### src/rtl/down_counter8_if.sv
// Control/status bundle for down_counter8: load/enable/data in, count and status flags out.
interface down_counter8_if #(
   parameter int WIDTH = 8
);
   logic             load_i;
   logic             en_i;
   logic [WIDTH-1:0] data_i;
   logic [WIDTH-1:0] cnt_o;
   logic             tc_o;
   logic             busy_o;
   logic             done_o;

   modport master (
      output load_i, en_i, data_i,
      input  cnt_o, tc_o, busy_o, done_o
   );

   modport slave (
      input  load_i, en_i, data_i,
      output cnt_o, tc_o, busy_o, done_o
   );
endinterface

### src/rtl/down_counter8.sv
// Loadable down-counter/timer with one-cycle terminal-count pulse.
// Define DOWN_COUNTER_AUTORELOAD_EN to reload the start value on terminal count (periodic ticks).
module down_counter8 #(
   parameter int WIDTH = 8
) (
   input  logic           clk_i,
   input  logic           rst_i,
   down_counter8_if.slave bus
);

   localparam logic [1:0] S_IDLE = 2'd0;
   localparam logic [1:0] S_RUN  = 2'd1;
   localparam logic [1:0] S_DONE = 2'd2;

   localparam logic [WIDTH-1:0] ONE  = WIDTH'(1);
   localparam logic [WIDTH-1:0] ZERO = '0;

   logic [1:0]       state_q, state_d;
   logic [WIDTH-1:0] cnt_q, cnt_d;
   logic             tc_q, tc_d;
   logic             busy_q, busy_d;
   logic             done_q, done_d;
`ifdef DOWN_COUNTER_AUTORELOAD_EN
   logic [WIDTH-1:0] reload_q, reload_d;
`endif

   always_comb begin
      state_d = state_q;
      cnt_d   = cnt_q;
      tc_d    = 1'b0;
`ifdef DOWN_COUNTER_AUTORELOAD_EN
      reload_d = reload_q;
`endif
      if (bus.load_i) begin
         // Load beats a coincident terminal event; a zero load parks the timer in IDLE.
         cnt_d   = bus.data_i;
`ifdef DOWN_COUNTER_AUTORELOAD_EN
         reload_d = bus.data_i;
`endif
         state_d = (bus.data_i != ZERO) ? S_RUN : S_IDLE;
      end else begin
         case (state_q)
            S_RUN: begin
               if (bus.en_i) begin
                  if (cnt_q > ONE) begin
                     cnt_d = cnt_q - ONE;
                  end else if (cnt_q == ONE) begin
                     tc_d = 1'b1;
`ifdef DOWN_COUNTER_AUTORELOAD_EN
                     cnt_d = reload_q;
`else
                     cnt_d   = ZERO;
                     state_d = S_DONE;
`endif
                  end
               end
            end
            S_DONE:  cnt_d = ZERO;
            S_IDLE:  cnt_d = ZERO;
            default: begin
               cnt_d   = ZERO;
               state_d = S_IDLE;
            end
         endcase
      end
      busy_d = (state_d == S_RUN);
      done_d = (state_d == S_DONE);
   end

   always_ff @(posedge clk_i or posedge rst_i) begin
      if (rst_i) begin
         state_q <= S_IDLE;
         cnt_q   <= ZERO;
         tc_q    <= 1'b0;
         busy_q  <= 1'b0;
         done_q  <= 1'b0;
`ifdef DOWN_COUNTER_AUTORELOAD_EN
         reload_q <= ZERO;
`endif
      end else begin
         state_q <= state_d;
         cnt_q   <= cnt_d;
         tc_q    <= tc_d;
         busy_q  <= busy_d;
         done_q  <= done_d;
`ifdef DOWN_COUNTER_AUTORELOAD_EN
         reload_q <= reload_d;
`endif
      end
   end

   assign bus.cnt_o  = cnt_q;
   assign bus.tc_o   = tc_q;
   assign bus.busy_o = busy_q;
   assign bus.done_o = done_q;

endmodule

### src/flat_wrapper.sv
// flat-port wrapper written by rule: the top's interface ports become plain ports
module down_counter8_flat 
#(
   parameter int WIDTH = 8
)
  (clk_i, rst_i, bus_load_i, bus_en_i, bus_data_i, bus_cnt_o, bus_tc_o, bus_busy_o, bus_done_o);
  down_counter8_if #(.WIDTH(WIDTH)) bus_i ();
  input  logic clk_i;
  input  logic rst_i;
  input wire logic [$bits(bus_i.load_i)-1:0] bus_load_i;
  input wire logic [$bits(bus_i.en_i)-1:0] bus_en_i;
  input wire logic [$bits(bus_i.data_i)-1:0] bus_data_i;
  output wire logic [$bits(bus_i.cnt_o)-1:0] bus_cnt_o;
  output wire logic [$bits(bus_i.tc_o)-1:0] bus_tc_o;
  output wire logic [$bits(bus_i.busy_o)-1:0] bus_busy_o;
  output wire logic [$bits(bus_i.done_o)-1:0] bus_done_o;
  assign bus_i.load_i = bus_load_i;
  assign bus_i.en_i = bus_en_i;
  assign bus_i.data_i = bus_data_i;
  assign bus_cnt_o = bus_i.cnt_o;
  assign bus_tc_o = bus_i.tc_o;
  assign bus_busy_o = bus_i.busy_o;
  assign bus_done_o = bus_i.done_o;
  down_counter8 #(.WIDTH(WIDTH)) u_core (.clk_i(clk_i), .rst_i(rst_i), .bus(bus_i));
endmodule
### config.mk
export PLATFORM = sky130hd
export DESIGN_NAME = down_counter8_flat
export DESIGN_NICKNAME = d
export VERILOG_FILES = /design/src/rtl/down_counter8_if.sv /design/src/rtl/down_counter8.sv /design/src/flat_wrapper.sv
export SDC_FILE = /design/constraint.sdc
export NUM_CORES = 1
export LEC_CHECK = 0
export BUFFER_PORTS_ARGS = -buffer_cell sky130_fd_sc_hd__buf_2
export CAP_MARGIN = 20
export CORE_ASPECT_RATIO = 1.5
export CORE_MARGIN = 8
export CORE_UTILIZATION = 40
export DETAILED_ROUTE_END_ITERATION = 16
export PLACE_DENSITY = 0.73
export SYNTH_ARGS = -nofsm -noshare
export SYNTH_HDL_FRONTEND = slang
export SYNTH_SLANG_ARGS = --single-unit
### constraint.sdc
create_clock -name clk_i -period 5.7 [get_ports clk_i]
set_input_delay 0.57 -clock clk_i [delete_from_list [all_inputs] [get_ports clk_i]]
set_output_delay 0.57 -clock clk_i [all_outputs]
set_load 0.1 [all_outputs]
# Word-level counts from Yosys, hierarchy flattened
# Cells that the tools add are included.
[totals]
memories = 0
out_inout_bits = 11
rom_bits = 0
reg_bits = 13
latchBits = 0
wordCells = 34
ram_bits = 0
input_bits = 12
[op_classes]
addsub = 1
bitwise = 0
n_lt_le_gt_ge = 1
n_div = 0
muxes = 16
n_reduce_logical = 4
shift = 0
n_mul = 0
n_eq_ne = 7
[ops]
columns = ["cell", "n"]
rows = [
  ["two-way mux 8 bit", 5],
  ["equality test 8 x 1 -> 1 bit (second input constant)", 1],
  ["> comparator 8 x 1 -> 1 bit (second input constant)", 1],
  ["two-way mux 2 bit", 4],
  ["nonzero test 8 bit", 1],
  ["subtractor 8 x 1 -> 8 bit (second input constant)", 1],
  ["two-way mux 1 bit", 6],
  ["equality test 2 x 1 -> 1 bit (second input constant)", 2],
  ["equality test 2 bit (second input constant)", 2],
  ["!= test 4 x 2 -> 1 bit (second input constant)", 1],
  ["one-hot mux 2 bit (2 select lines)", 1],
  ["!= test 3 bit (second input constant)", 1],
  ["logical NOT 2 bit", 1],
  ["AND reduction 2 bit", 1],
  ["OR reduction 2 bit", 1],
]

# Logic depth before layout (Yosys ltp)
[logic_depth]
word_depth = 7
ltp_mapped = 6

# Least setup slack after synthesis
# OpenSTA, ideal clock, no wires.
[synth_timing]
path_type = "reg2reg"
start = "reg u_core.cnt_q[0], in the netlist u_core.bus.cnt_o[0]"
end = "reg u_core.cnt_q[4], in the netlist u_core.bus.cnt_o[4]"
path_buffers = 0
arrival_time_ps = 2382
setup_time_ps = 121
stages_incl_launch_ff = 6
slack_ps = 3197
path_cell_list = "dfrtp_1 ha_1 or4b_2 o211ai_1 nand3_1 o22a_1"
[synth_via]
elab_chain_cells = 5
word_cells_on_any_way = 9
classes_between = "add/sub (1); order compare (1); eq/ne (2); mux (4); reduce/logical (1)"
[synth_rtl]
columns = ["item", "line", "source"]
rows = [
  ["start, declared", "down_counter8.sv:19", "logic [WIDTH-1:0] cnt_q, cnt_d;"],
  ["start signal, assigned", "down_counter8.sv:82", "cnt_q <= cnt_d;"],
  ["subtractor 8 x 1 -> 8 bit / > comparator 8 x 1 -> 1 bit (equally long branches)", "down_counter8.sv:46, down_counter8.sv:45", ""],
  ["two-way mux 8 bit", "down_counter8.sv:45", "if (cnt_q > ONE) begin"],
  ["two-way mux 8 bit", "down_counter8.sv:44", "if (bus.en_i) begin"],
  ["two-way mux 8 bit", "down_counter8.sv:42", "case (state_q)"],
  ["two-way mux 8 bit", "down_counter8.sv:34", "if (bus.load_i) begin"],
]
# Parallel ways exist; a longest one is shown, timed or not. The select of a mux whose other input is x is not followed.
# A chain may end at the register's enable or synchronous reset.

# Final worst setup path
[layout_timing]
start = "reg u_core.cnt_q[1], in the netlist u_core.bus.cnt_o[1]"
end = "reg u_core.cnt_q[6], in the netlist u_core.bus.cnt_o[6]"
# The elaborated chain is that of the path after synthesis.

==> impl_metrics.toml <==
[power]
powerDensity_mw_per_mm2 = 375
report.power.total_mw = 0.384
p_leak_nw = 0.459
max-vdd-ir-drop_v = 0.000181
clkPwrFrac = 0.158
p_sw_frac = 0.530
power_switching_mw = 0.203
combPwrFrac = 0.512
seq_power_share = 0.330
p_int_mw = 0.180

[cts]
tritoncts = "yes"
post_cts_resized = 0
clockRootBuffer = "clkbuf_4"
cts_buffer_depth = 2
hold_buffers = 0
cts.clk_slew.worst_paths_ps = 90
cts_setup_buffers = 0
cts_buffers = 3
cts.htree.levels = 1
clock-sinks = 13
clk-insertion-delay-late_ps = 290

[setup_path]
worstSetupPathType = "reg2reg"
crit_path_start_kind = "flip-flop"
reg2regPathDepth = 6
crit_arrival_ps = 2230
required_ps = 5890
setup.worst_path.end_class = "flip-flop"
crit_path_max_fanout = 5

[route]
initialDrtViolationCount = 22
drc = 0
wl_per_cell_um = 18.2
ant_nets = 0
first_pass_iters = 4
wirelength_um = 2370
via_per_inst = 6.32
dr_total_vias = 821

[layout]
drive_gt1_frac = 0.333
fin_util = 0.499
nets = 123
diodes = 0
syn_to_final_growth_pct = 17.9

[sta]
fin_worst_skew_ps = 7.64
slew_headroom = 0.565
fmaxAchievable_ghz = 0.490
grt_setup_unrepaired = "no"
final_max_slew_viol_count = 0
period_needed_ps = 2040
setup_tns_ps = 0
hold_violations = 0
final.period_utilization = 0.358
tightest_slew_ps = 649
fin_ws_ps = 3660
finalSetupViolations = 0

[synth]
synthFlopType = "dfrtp_1"
yosysTopAreaCell = "dfrtp_1"
synth_nets = 98
avgSynthCellArea_um2 = 10.3
ys_async_sr_fraction = 1.00
yosys_warnings = 0
ys_seq_area_frac = 0.375
synth_seq_cells = 13
synth_area_um2 = 868
synthTopCellsByArea = "dfrtp_1 37%, a2bb2oi_1 4.0%, ha_1 2.9%"
netlist_instances = 84
ys_types = 43
synth_top_area_share = 0.375
synth-edff-count = 0

[placement]
portBuffers = 22
dp_hpwl_um = 1780
dpl_worst_slack_ps = 3580
gp_congestion = 0.866

[global_routing]
grt_pass1_wl_um = 3880
grt_pass1_vias = 846
grt_antenna_before_repair = 0
grt_max_degree = 15
grt.total_usage = 0.131
overflow = 0

[hold_path]
min_path_type = "in2async"

[floorplanning]
initial_core_util = 0.423
dieArea_mm2 = 0.00395
ioPinCount = 23
core_area_mm2 = 0.00205
num_rows = 20
die_y_um = 73.1
die_w_um = 54.0

[job]
drv_cap = 0

[outcome]
status = "completed"
[cells in the final DEF (no fill, tap or decap), types with 2 or more instances in the layout]
master | synthesis | routed
buf_2 | 1 | 22
nor4b_1 | 2 | 2
o211ai_1 | 2 | 2
ha_1 | 2 | 2
o2bb2ai_1 | 2 | 2
a21oi_1 | 3 | 3
dfrtp_1 | 13 | 13
a22o_1 | 2 | 2
nor2_1 | 6 | 6
inv_1 | 3 | 3
mux2i_1 | 2 | 2
clkbuf_4 | 0 | 3
nand2_1 | 6 | 6
nor4_1 | 3 | 3
nand3_1 | 2 | 2
o22ai_1 | 3 | 3
a2bb2oi_1 | 4 | 4
nand2b_1 | 2 | 2
[sequential cells by signal (all words and copies together), names as in the netlist]
name,count
u_core.bus.busy_o,1
u_core.bus.cnt_o,8
u_core.bus.done_o,1
u_core.bus.tc_o,1
u_core.state_q,2
[metal layers]
layer | vias to the layer above | part of all wire | global-route usage
met1 | 402 | 0.40 | 0.139
li1 | 379 | - | -
met3 | 7 | 0.068 | 0.0347
met2 | 33 | 0.50 | 0.215
met5 | - | 0 | 0
met4 | 0 | 0.029 | 0.0852
[final timing paths]
kind	start	to	slack [ps]
worst max-delay path	u_core.bus.cnt_o[1]$_DFFE_PP0P_	u_core.bus.cnt_o[6]$_DFFE_PP0P_	3660
worst min-delay path	rst_i	u_core.bus.cnt_o[3]$_DFFE_PP0P_	290
worst max register to register	u_core.bus.cnt_o[1]$_DFFE_PP0P_	u_core.bus.cnt_o[6]$_DFFE_PP0P_	3660
worst min register to register	u_core.bus.cnt_o[5]$_DFFE_PP0P_	u_core.bus.cnt_o[5]$_DFFE_PP0P_	590
max in group asynchronous	rst_i	u_core.bus.cnt_o[4]$_DFFE_PP0P_	5070
min in group clk_i	bus_data_i[6]	u_core.bus.cnt_o[6]$_DFFE_PP0P_	510
[kinds of logic after synthesis]
family                     after synthesis  synth area share
DFF                                     13             0.375
muxes                                    2            0.0231
and+or+nand+nor                         37             0.298
buffers and inverters                    5            0.0230
adders and majority gates                2            0.0288
AOI/OAI and AO/OA                       25             0.252
[synthesized netlist by cell type, types with 2 or more instances]
library cell   n
a21oi_1        3
a22o_1         2
a2bb2oi_1      4
dfrtp_1       13
ha_1           2
inv_1          3
mux2i_1        2
nand2_1        6
nand2b_1       2
nand3_1        2
nor2_1         6
nor4_1         3
nor4b_1        2
o211ai_1       2
o22ai_1        3
o2bb2ai_1      2
[power by group through the flow]
stage	registers, mW	logic, mW	clock network (mW)
floorplan	0.210	0.0749	0
global placement	0.127	0.195	0
detailed placement	0.128	0.195	0
CTS	0.126	0.196	0.0614
global route	0.130	0.205	0.0682
finish	0.127	0.196	0.0606
[through the flow]
| step | hold slack, ps | std cells | area, um^2 |
|---|---|---|---|
| after floorplan | 447 | 84 | 868 |
| after global placement | 559 | 126 | 997 |
| after detailed placement | 559 | 126 | 997 |
| after CTS | 312 | 130 | 1020 |
| after global routing | 321 | 130 | 1020 |
| final | 287 | 130 | 1020 |
[critical path, cell delays in order (launching register included)]
cell and delay (ps):
dfrtp_1 430, inv_1 120, ha_1 250, or4b_2 620, o22ai_1 150, a21oi_1 90, a211o_1 270
[final cells by class]
type | instances | area, um^2
fill | 193 | 1030
multi-input combinational | 66 | 523
sequential | 13 | 325
timing repair buffer | 22 | 110
tap | 22 | 27.5
clock buffer | 4 | 26.3
inverter | 3 | 11.3
(Power assumes the default switching activity.)
